[config.mk]
export PLATFORM = sky130hd
export DESIGN_NAME = grid_loader
export DESIGN_NICKNAME = d
export VERILOG_FILES = /design/src/rtl/grid_loader.sv
export SDC_FILE = /design/constraint.sdc
export NUM_CORES = 1
export LEC_CHECK = 0
export CAP_MARGIN = 20
export CORE_MARGIN = 2
export CORE_UTILIZATION = 50
export DETAILED_ROUTE_END_ITERATION = 12
export DONT_BUFFER_PORTS = 1
export GPL_ROUTABILITY_DRIVEN = 0
export PLACE_DENSITY = 0.66
export SLEW_MARGIN = 20
export SYNTH_ARGS = -nofsm -noshare
export SYNTH_HDL_FRONTEND = slang
export SYNTH_SLANG_ARGS = --single-unit
[constraint.sdc]
create_clock -name clock -period 3.15 [get_ports clock]
set_input_delay 0 -clock clock [delete_from_list [all_inputs] [get_ports clock]]
set_output_delay 0 -clock clock [all_outputs]
set_load 0.005 [all_outputs]
[src/rtl/grid_loader.sv]
// grid_loader: streams ROWS*COLS two-bit cell values into the grid's per-cell
// load register, holds them static for HOLD_CYCLES so cells clocked by the
// divided clock can capture them, then releases the grid into run mode.
//
// Ports
//   clock       system clock, all state on its rising edge
//   reset       asynchronous, active-low
//   start       one-cycle request to begin a new fill (wins over everything)
//   inValid     producer has a cell value on inData
//   inData      cell value, row-major, cell 0 first
//   inReady     loader accepts inData this cycle (FILL only)
//   loadVals    per-cell load value, cell k at [2k+1:2k]
//   load        1 = cells run from neighbour sum, 0 = cells take loadVals
//   enTimeStep  time-step enable to the grid (RUN only)
//   busy        fill or hold in progress
//   done        one-cycle pulse on entry to RUN
module grid_loader #(
  parameter int ROWS        = 8,
  parameter int COLS        = 8,
  parameter int HOLD_CYCLES = 4
) (
  input  logic                     clock,
  input  logic                     reset,
  input  logic                     start,
  input  logic                     inValid,
  input  logic [1:0]               inData,
  output logic                     inReady,
  output logic [2*ROWS*COLS-1:0]   loadVals,
  output logic                     load,
  output logic                     enTimeStep,
  output logic                     busy,
  output logic                     done
);

  localparam int N  = ROWS * COLS;
  localparam int IW = (N > 1) ? $clog2(N) : 1;
  // A zero hold would skip the capture window entirely; keep at least one cycle.
  localparam int HC = (HOLD_CYCLES < 1) ? 1 : HOLD_CYCLES;
  localparam int HW = (HC > 1) ? $clog2(HC) : 1;
  localparam logic [IW-1:0] LAST  = IW'(N - 1);
  localparam logic [HW-1:0] HLAST = HW'(HC - 1);

  typedef enum logic [1:0] {IDLE, FILL, HOLD, RUN} state_t;

  state_t        state, nxt;
  logic [IW-1:0] idx, idx_nxt;
  logic [HW-1:0] hcnt, hcnt_nxt;
  logic          wr;

  // inReady is the registered FILL flag, so it doubles as the accept gate.
  // A start in the same cycle discards the beat.
  assign wr = inValid & inReady & ~start;

  always_comb begin
    nxt      = state;
    idx_nxt  = idx;
    hcnt_nxt = hcnt;
    if (start) begin
      nxt      = FILL;
      idx_nxt  = '0;
      hcnt_nxt = '0;
    end else begin
      unique case (state)
        FILL: if (wr) begin
          if (idx == LAST) begin
            nxt      = HOLD;
            hcnt_nxt = '0;
          end else begin
            idx_nxt = idx + IW'(1);
          end
        end
        HOLD: begin
          if (hcnt == HLAST) nxt = RUN;
          else               hcnt_nxt = hcnt + HW'(1);
        end
        default: ;
      endcase
    end
  end

  always_ff @(posedge clock or negedge reset) begin
    if (!reset) begin
      state <= IDLE;
      idx   <= '0;
      hcnt  <= '0;
    end else begin
      state <= nxt;
      idx   <= idx_nxt;
      hcnt  <= hcnt_nxt;
    end
  end

  // Outputs are registered from the next state so they line up with the
  // state they describe without any input-to-output combinational path.
  always_ff @(posedge clock or negedge reset) begin
    if (!reset) begin
      inReady    <= 1'b0;
      load       <= 1'b0;
      enTimeStep <= 1'b0;
      busy       <= 1'b0;
      done       <= 1'b0;
    end else begin
      inReady    <= (nxt == FILL);
      load       <= (nxt == RUN);
      enTimeStep <= (nxt == RUN);
      busy       <= (nxt == FILL) || (nxt == HOLD);
      done       <= (nxt == RUN) && (state != RUN);
    end
  end

  // Slot write: only the addressed cell changes; old contents survive a
  // restart until they are overwritten.
  always_ff @(posedge clock or negedge reset) begin
    if (!reset) begin
      loadVals <= '0;
    end else if (wr) begin
      for (int k = 0; k < N; k++)
        if (idx == IW'(k)) loadVals[2*k +: 2] <= inData;
    end
  end

endmodule

==> metrics list, run 1 <==
- The run finished, with violations left.
- The final reports fail on negative hold slack.
- Aggregate negative setup slack: 0 ps
- Number of buffers inserted by post-CTS setup repair: 0
- Worst setup EP type: flip-flop
- By area the synthesized netlist is led by sky130_fd_sc_hd__dfrtp_1 58%, sky130_fd_sc_hd__mux2_2 23%, sky130_fd_sc_hd__nor2_1 2.4%, sky130_fd_sc_hd__ha_1 2.2%, sky130_fd_sc_hd__nor2_4 1.8%.
- Total die area: 13180 um^2
- The worst setup path is launched from a flip-flop.
* Fraction of final layout cells sized beyond drive strength 1: 0.3777
* Total congestion overflow after global routing: 0
* Clock root buffer: sky130_fd_sc_hd__clkbuf_16
* Total count of max-transition violations in the final report: 0
- Between clock sinks in the finished design, the worst skew comes to about 6.4 ps.
- Number of clock buffers inserted by TritonCTS: 17
* Hold bufs inserted after CTS: 4
- Area growth syn-to-layout: 11.13%
* Number of global-route vias before repair: approximately 3700
- Critical path class: flip-flop to flip-flop
* Fraction of synthesized cell area taken by the top area cell type: 0.5790
- Synthesis produced a netlist with a net count of about 470.
- Worst min path class: input port to async pin
- Entering global routing, the biggest net connects 143 pins.
* Overall track demand over capacity in global routing: 0.2159
* Worst Path Buf+Inv: 0
- For the pin with the worst max-slew slack, the measured transition is 753.1 ps.
- In the routed design, unresolved DRC markers number 0.
* Crit. Startpoint: idx[3]
- Initial detailed-routing violation count: 154
- Cell type of the slowest stage on the worst timing path: sky130_fd_sc_hd__dfrtp_1
* Worst Hold Slack: -718.6 ps
- Source of the worst register-to-register timing path: idx[3]
- Post-cts repair resize count: 0
- The repair_antennas step left the layout with diodes totalling 0.
- The multi-input combinational cells in the finished layout cover a total of approximately 2400 um^2.
- Port buffering added 0 buffers.
* Share of the synthesized netlist area taken by xor and xnor gates: 0.002854
* Kind of cell adding the most delay to the critical path: simple AND/OR/NAND/NOR gates
- Number of antenna violations at the first check in global routing: 0
- The area fraction in compound gates after synthesis is 0.01162.
- Setup violations remaining at the end of the flow were counted as 0.
* Count of yosys warnings during synthesis: 0
- Post-synth ARST share: 1.000
* Worst supply voltage drop on vdd: slightly below 0.3 mV
- Number of max-capacitance violations reported: 0
* CP Cell Sequence: nor2b_1, nand2_1, nor3b_1, mux2_2
* Data required time at the worst endpoint: 3450 ps
- The wire-length estimate of the detail-placed layout is between 8000 and 9000 um.
* Total power consumption of the routed design: between 3 and 4 mW
- Clock latency of the later-clocked register in the worst-skew pair: 420 ps
- In the final routed layout, each cell accounts on average for roughly 22 um.
* Die outline height: 114.8 um
* Standard-cell row count: 40
- The net count of the finished layout is around 470.
* Die W: between 100 and 150 um
* Crit share post-route: 0.7426
- Synthesis produced about 460 cells.
* Number of ports placed on the die boundary: 139
- Adder and majority gate portion of the synthesized area: 0.02243
- Period minus WS final: 2339 ps
* Setup repair after global routing missed its margin: no
* Sequential cell area: between 3000 and 4000 um^2
* Commonest register cell after synthesis: sky130_fd_sc_hd__dfrtp_1
* Largest family of logic cells by synthesized area: multiplexers
- Worst endpoint data arrival time: approximately 2600 ps
* Critical Path Max Stage Delay: 620 ps
- For this configuration, the core starts out at a cell density of 0.5109.
- Counting every sink on the clock net gives roughly 140.
- The core region is between 10000 and 15000 um^2.
* Post-layout instance count excluding filler cells: about 610
* Number of fill cells: between 900 and 1000
- CTS tree: yes
- The synthesized design contains 142 register bits.
- The clock tree synthesis step divided the H-tree into 4 levels.
- The first global-routing pass estimated ~21000 um of wire.
- Clock-pin slew was measured on the worst setup and hold paths at 60 ps.
* Maximum buffer depth of the clock tree: 2
* Post-synthesis share of cell area spent on and, or, nand and nor gates: 0.1117
* Total via count in the routed design: about 3500
- Number of distinct library cell variants in the gate-level netlist after synthesis: 40
* First-pass detailed-route iteration total: 4
* Via density per instance: ~5.8
- For this design the ratio of total power to cell area is roughly 580 nW/um^2.
* Sequential share of the synthesized area: 0.5790
- Highest achievable clock rate: 427.5 MHz
- After synthesis, the mean cell area works out to between 10 and 15 um^2.
- The synthesized design spends more area on one cell type than any other, namely sky130_fd_sc_hd__dfrtp_1.
- The synthesized netlist occupies a cell area of ~6100 um^2.
* Normalized max-slew margin: 0.4979
- The routed design has between 10000 and 15000 um of wire.
- For this design the static power due to leakage is around 3.3 nW.
* Crit path max fanout: 15
- The number of placed instances, taps included, is 579.
- Portion of netlist area occupied by mux cells: 0.2414
* Number of enable-type register cells in the synthesized netlist: 0
* Final hold violation count: ~140
* Detail Route Antenna Nets: 0
## state kept, by name (all words and copies together), names as in the netlist
signal and count:
idx 6, loadVals 128, state 2, hcnt 2
busy 1, inReady 1, enTimeStep 1, done 1
## cells in the final DEF, fill, tap and decap left out, drive strengths merged, types with 2 or more instances in the layout
cell type and instances:
nand4 4, nand3b 2, o21ai 3, and3 5, clkinv 3, ha 11
dfrtp 142, and4 4, mux2i 4, bufinv 2, buf 6, nor2b 3
nand2 18, nor3b 3, inv 7, nand3 16, or3 3, nor2 55
mux2 128, a21oi 2, clkbuf 24, nand2b 6, dlygate4sd3 2
## layer usage
metal / GRT usage / part of all wire / vias to the layer above
met3: 0.1038 / 0.097 / 18
li1: - / - / 1579
met1: 0.2672 / 0.41 / 1811
met4: 0.07470 / 0.016 / 0
met2: 0.3345 / 0.48 / 122
met5: 0 / 0 / -
## kinds of logic (layout without fill, tap and decap cells)
family,Yosys count,count (layout)
AO/OA/AOI/OAI,11,11
flip-flops,142,142
AND/OR/NAND/NOR,123,123
multiplexers,132,132
buffers and inverters,36,45
adder cells (fa/ha/maj),11,11
XOR/XNOR,2,2
## report_power, final
part / switching (mW) / internal [mW]
combinational: 0.0730 / 0.0508
clock: 0.717 / 1.20
sequential: 0.0342 / 1.86
## stage by stage
stage	hold slack [ps]	utilization	setup WS, ps	area, um^2
2_1_floorplan	-295.6	-	1359	6137
3_3_place_gp	-290.6	0.5151	806.1	6187
3_5_place_dp	-288.5	0.5151	808.4	6187
4_1_cts	-739.8	0.5678	795.1	6820
5_1_grt	-746.1	0.5678	580.9	6820
6_report	-718.6	0.5678	810.8	6820
## synthesized netlist by cell type (4+ instances only)
library cell	number
sky130_fd_sc_hd__nand2_1	17
sky130_fd_sc_hd__nand2b_1	6
sky130_fd_sc_hd__mux2_2	127
sky130_fd_sc_hd__nand3_1	16
sky130_fd_sc_hd__buf_6	4
sky130_fd_sc_hd__nand4_1	4
sky130_fd_sc_hd__inv_1	7
sky130_fd_sc_hd__nor2_4	10
sky130_fd_sc_hd__clkbuf_1	17
sky130_fd_sc_hd__mux2i_1	4
sky130_fd_sc_hd__and4_1	4
sky130_fd_sc_hd__ha_1	11
sky130_fd_sc_hd__nor2_2	5
sky130_fd_sc_hd__and3_1	5
sky130_fd_sc_hd__nor2_1	40
sky130_fd_sc_hd__dfrtp_1	142
sky130_fd_sc_hd__buf_2	4
## path summary, 6_finish.rpt
check	to	cells past startpoint	slack (ps)
worst max register to register	loadVals[17]	4	810
worst min register to register	hcnt[0]	1	500
max in group asynchronous	loadVals[14]	0	3650
worst max-delay path	loadVals[17]	4	810
worst min-delay path	loadVals[28]	0	-720
min in group clock	loadVals[2]	2	20
## layout make-up
| type | instances | area share |
|---|---|---|
| multi-input cells | 279 | 0.3509 |
| clock buffers | 24 | 0.06916 |
| inverters | 7 | 0.003853 |
| well taps | 147 | 0.02697 |
| flip-flops and latches | 142 | 0.5210 |
| repair buffers | 8 | 0.01541 |
| clock inverters | 6 | 0.01266 |
Note: power is estimated with default switching activity, not from simulation.
==> run 2: changes to the inputs <==
PLACE_DENSITY = 0.69   (was 0.66)
clock period = 2 ns   (was 3.15 ns; I/O delays follow)
==> run 2 against run 1 <==
The flow still finishes with violations (negative hold slack). Hold slack worse by 2.7 ps. Fmax up 23%. Design area up 2.8%. Non-clock buffer count grew 15. Routed wire length grew 1.5%. Largest cell class unchanged. Highest routed layer unchanged.
==> metrics list, run 2 (same netlist as run 1, synthesis figures left out) <==
- Critical path class: flip-flop to flip-flop
- The clock sink total is 142 (unchanged).
* Worst setup EP type: flip-flop
- Number of clock buffers inserted by TritonCTS: 17 (unchanged)
- Met1 layer wirelength in the final routing: 5526 um (+1.5%)
- The maximum number of pins on one net before global-route repair came to 143 (unchanged).
* Period minus WS final: 1901 ps (-438.1 ps)
* Detail Route Antenna Nets: 0 (unchanged)
- In the final layout, the registers with the most flip-flops are loadVals (128), idx (6).
* Highest routed metal layer: met4
* Overall track demand over capacity in global routing: 0.2181 (+0.002169)
- The vias per cell is 5.771 (+0.22%).
- Detailed route wirelength on metal3: 991 um (-24%)
- The count of routing violations after the opening detailed-route iteration is 154 (unchanged).
- Standard-cell row count: 40 (unchanged)
* Aggregate negative setup slack: 0 ps (unchanged)
* Number of buffers inserted by post-CTS setup repair: 0 (unchanged)
* Post-place instance area: 6312 um^2 (+2.0%)
- First-pass detailed-route iteration total: 4 (unchanged)
* Number of antenna violations at the first check in global routing: 0 (unchanged)
- Number of port buffers: 0 (unchanged)
- The combined area of the multi-input logic cells was 2400 um^2 (+0.26%).
- The timing-limited maximum frequency came to 526.0 MHz (+23%).
* Number of max-capacitance violations reported: 0 (unchanged)
- Die outline height: 114.8 um (unchanged)
- The largest fanout of any net on the critical path was 5 (-10).
* Clock latency of the later-clocked register in the worst-skew pair: 410 ps (about the same)
- The floorplan core area came to 12010 um^2 (unchanged).
- The detailed-route wire length came to 13640 um (+1.5%).
* Crit share post-route: 0.9506 (+0.2080)
- Pleak: 3.400 nW (+3.5%)
* Most frequent standard cell in the layout excluding fill and tap cells: sky130_fd_sc_hd__dfrtp_1
* Clk_skew: 8.384 ps (+1.946 ps)
- Number of flip-flops in the largest register: 128 (unchanged)
* Fraction of final layout cells sized beyond drive strength 1: 0.4141 (+0.03640)
- loadVals holds more flip-flops than any other register.
* Commonest non-fill, non-tap cells in the layout: 141 x sky130_fd_sc_hd__dfrtp_1, 127 x sky130_fd_sc_hd__mux2_2, 40 x sky130_fd_sc_hd__nor2_1, 18 x sky130_fd_sc_hd__buf_4
- Sequential cell area: 3555 um^2 (about the same)
* Die W: 114.8 um (unchanged)
- Number of ports placed on the die boundary: 139 (unchanged)
* Critical Path Max Stage Delay: 430 ps (-190 ps)
- The layout net count came to 487 (+3.2%).
- The final global-route overflow total came to 0 (unchanged).
- Critical Path Start Type: flip-flop
- Clock transition at the registers of the reported paths: 60 ps (about the same)
- The critical path goes through inv_1, ha_1, nand3_1, nor2_1, mux2_2.
* Worst min path class: input port to async pin
- Least setup slack across all paths after layout: 98.88 ps (-711.9 ps)
* Violated checks: negative hold slack
- Normalized max-slew margin: 0.6822 (+0.1843)
- The tree is rooted in a sky130_fd_sc_hd__clkbuf_16.
- The starting utilization of the core area came to 0.5109 (unchanged).
- The number of setup violations in the final report was 0 (unchanged).
- The wire length on met2 is 6912 um (+6.7%).
* Worst supply voltage drop on vdd: 0.5092 mV (+76%)
* Dpl hpwl: 9100 um (+5.1%)
* Average wire per standard cell: 21.65 um (-1.2%)
* Finished layout cell area: 7014 um^2 (+2.8%)
- The hold buffer count at cts was 4 (unchanged).
- The hold violation count in the final report came to 142 (unchanged).
- Setup repair after global routing missed its margin: no
- Run status: complete, but fails checks
* First-pass GRT wire length: 21820 um (+3.0%)
- Post-placement worst setup slack: 96.30 ps (-712.1 ps)
- The slowest stage of the critical path belongs to the cell sky130_fd_sc_hd__dfrtp_1.
* Clock H-tree levels: 4 (unchanged)
- # DRC: 0 (unchanged)
* Total count of max-transition violations in the final report: 0 (unchanged)
* Maximum buffer depth of the clock tree: 2 (unchanged)
* Reg-to-reg setup timing slack: 100 ps (-710 ps)
- The count of vias placed by the detailed router is 3636 (+3.0%).
* Total die area: 13180 um^2 (unchanged)
- Worst Hold Slack: -721.3 ps (-2.675 ps)
- The final-layout fill cell count is 967 (-1.7%).
- The required arrival time at the worst endpoint is 2300 ps (-1150 ps).
- Antenna cells: 0 (unchanged)
- Compared with the post-synthesis result, the final layout area differs by 14.29%.
- The power per cell area came to 922.2 nW/um^2 (+60%).
* Transition at the pin with the smallest max-transition slack: 471.7 ps (-281.4 ps)
- Worst endpoint data arrival time: 2200 ps (-440 ps)
- CTS tree: yes
- The via count of the first global-routing pass was 3923 (+5.2%).
==> run 2: changes by cell type in the layout (fill, tap and decap cells not counted) <==
cell                        delta
sky130_fd_sc_hd__buf_12        +1
sky130_fd_sc_hd__buf_4        +14
sky130_fd_sc_hd__and4bb_2      -1
sky130_fd_sc_hd__clkbuf_8      -1
sky130_fd_sc_hd__bufinv_16     +1
sky130_fd_sc_hd__clkbuf_1      -5
sky130_fd_sc_hd__and4bb_4      +1
sky130_fd_sc_hd__dfrtp_2       +1
sky130_fd_sc_hd__inv_6         +5
sky130_fd_sc_hd__ha_2          +1
sky130_fd_sc_hd__ha_1          -1
sky130_fd_sc_hd__inv_8         +1
sky130_fd_sc_hd__dfrtp_1       -1
sky130_fd_sc_hd__clkinv_4      +1
==> run 2: worst max-delay path: cells and delay by family (launching register included) <==
family,cells,cell delay [ps]
DFF,1,430
muxes,1,360
adders and majority gates,1,310
and+or+nand+nor,2,530
buffers and inverters,1,150
==> run 2: layer usage <==
layer | global-route usage | vias to the layer above
li1 | - | 1611
met1 | 0.2676 | 1896
met2 | 0.3602 | 117
met3 | 0.08276 | 12
met4 | 0.06908 | 0
met5 | 0 | -
==> run 2: power by group <==
group / internal [mW] / total (mW) / switching, mW
registers: 2.93 / 2.98 / 0.0489
clock network: 2.02 / 3.28 / 1.26
logic: 0.0911 / 0.209 / 0.118
==> run 2: cell type report <==
| type | count | area share |
|---|---|---|
| Clock inverter | 14 | 0.02569 |
| Multi-Input combinational cell | 279 | 0.3421 |
| Sequential cell | 142 | 0.5068 |
| Timing Repair Buffer | 23 | 0.03282 |
| Tap cell | 147 | 0.02622 |
| Inverter | 7 | 0.003746 |
| Clock buffer | 18 | 0.06261 |
==> run 2: what timing repair did <==
item	CTS	global route
resized for setup	0	3
hold endpoints to repair	283	142
setup endpoints to repair	0	13
==> run 2: worst paths after layout <==
path | from | to | depth (start not counted)
worst max register to register | idx[0] | loadVals[24] | 5
worst max-delay path | idx[0] | loadVals[24] | 5
worst min register to register | hcnt[0] | hcnt[0] | 1
max in group asynchronous | reset | loadVals[16] | 0
worst min-delay path | reset | loadVals[3] | 0
min in group clock | inData[1] | loadVals[29] | 2
==> run 2: metrics by stage <==
step	total power [mW]	util	std cells
floorplan	3.160	-	457
CTS	6.529	0.5833	630
detailed placement	3.185	0.5255	594
finish	6.469	0.5840	630
global placement	3.175	0.5255	594
global route	6.694	0.5840	630
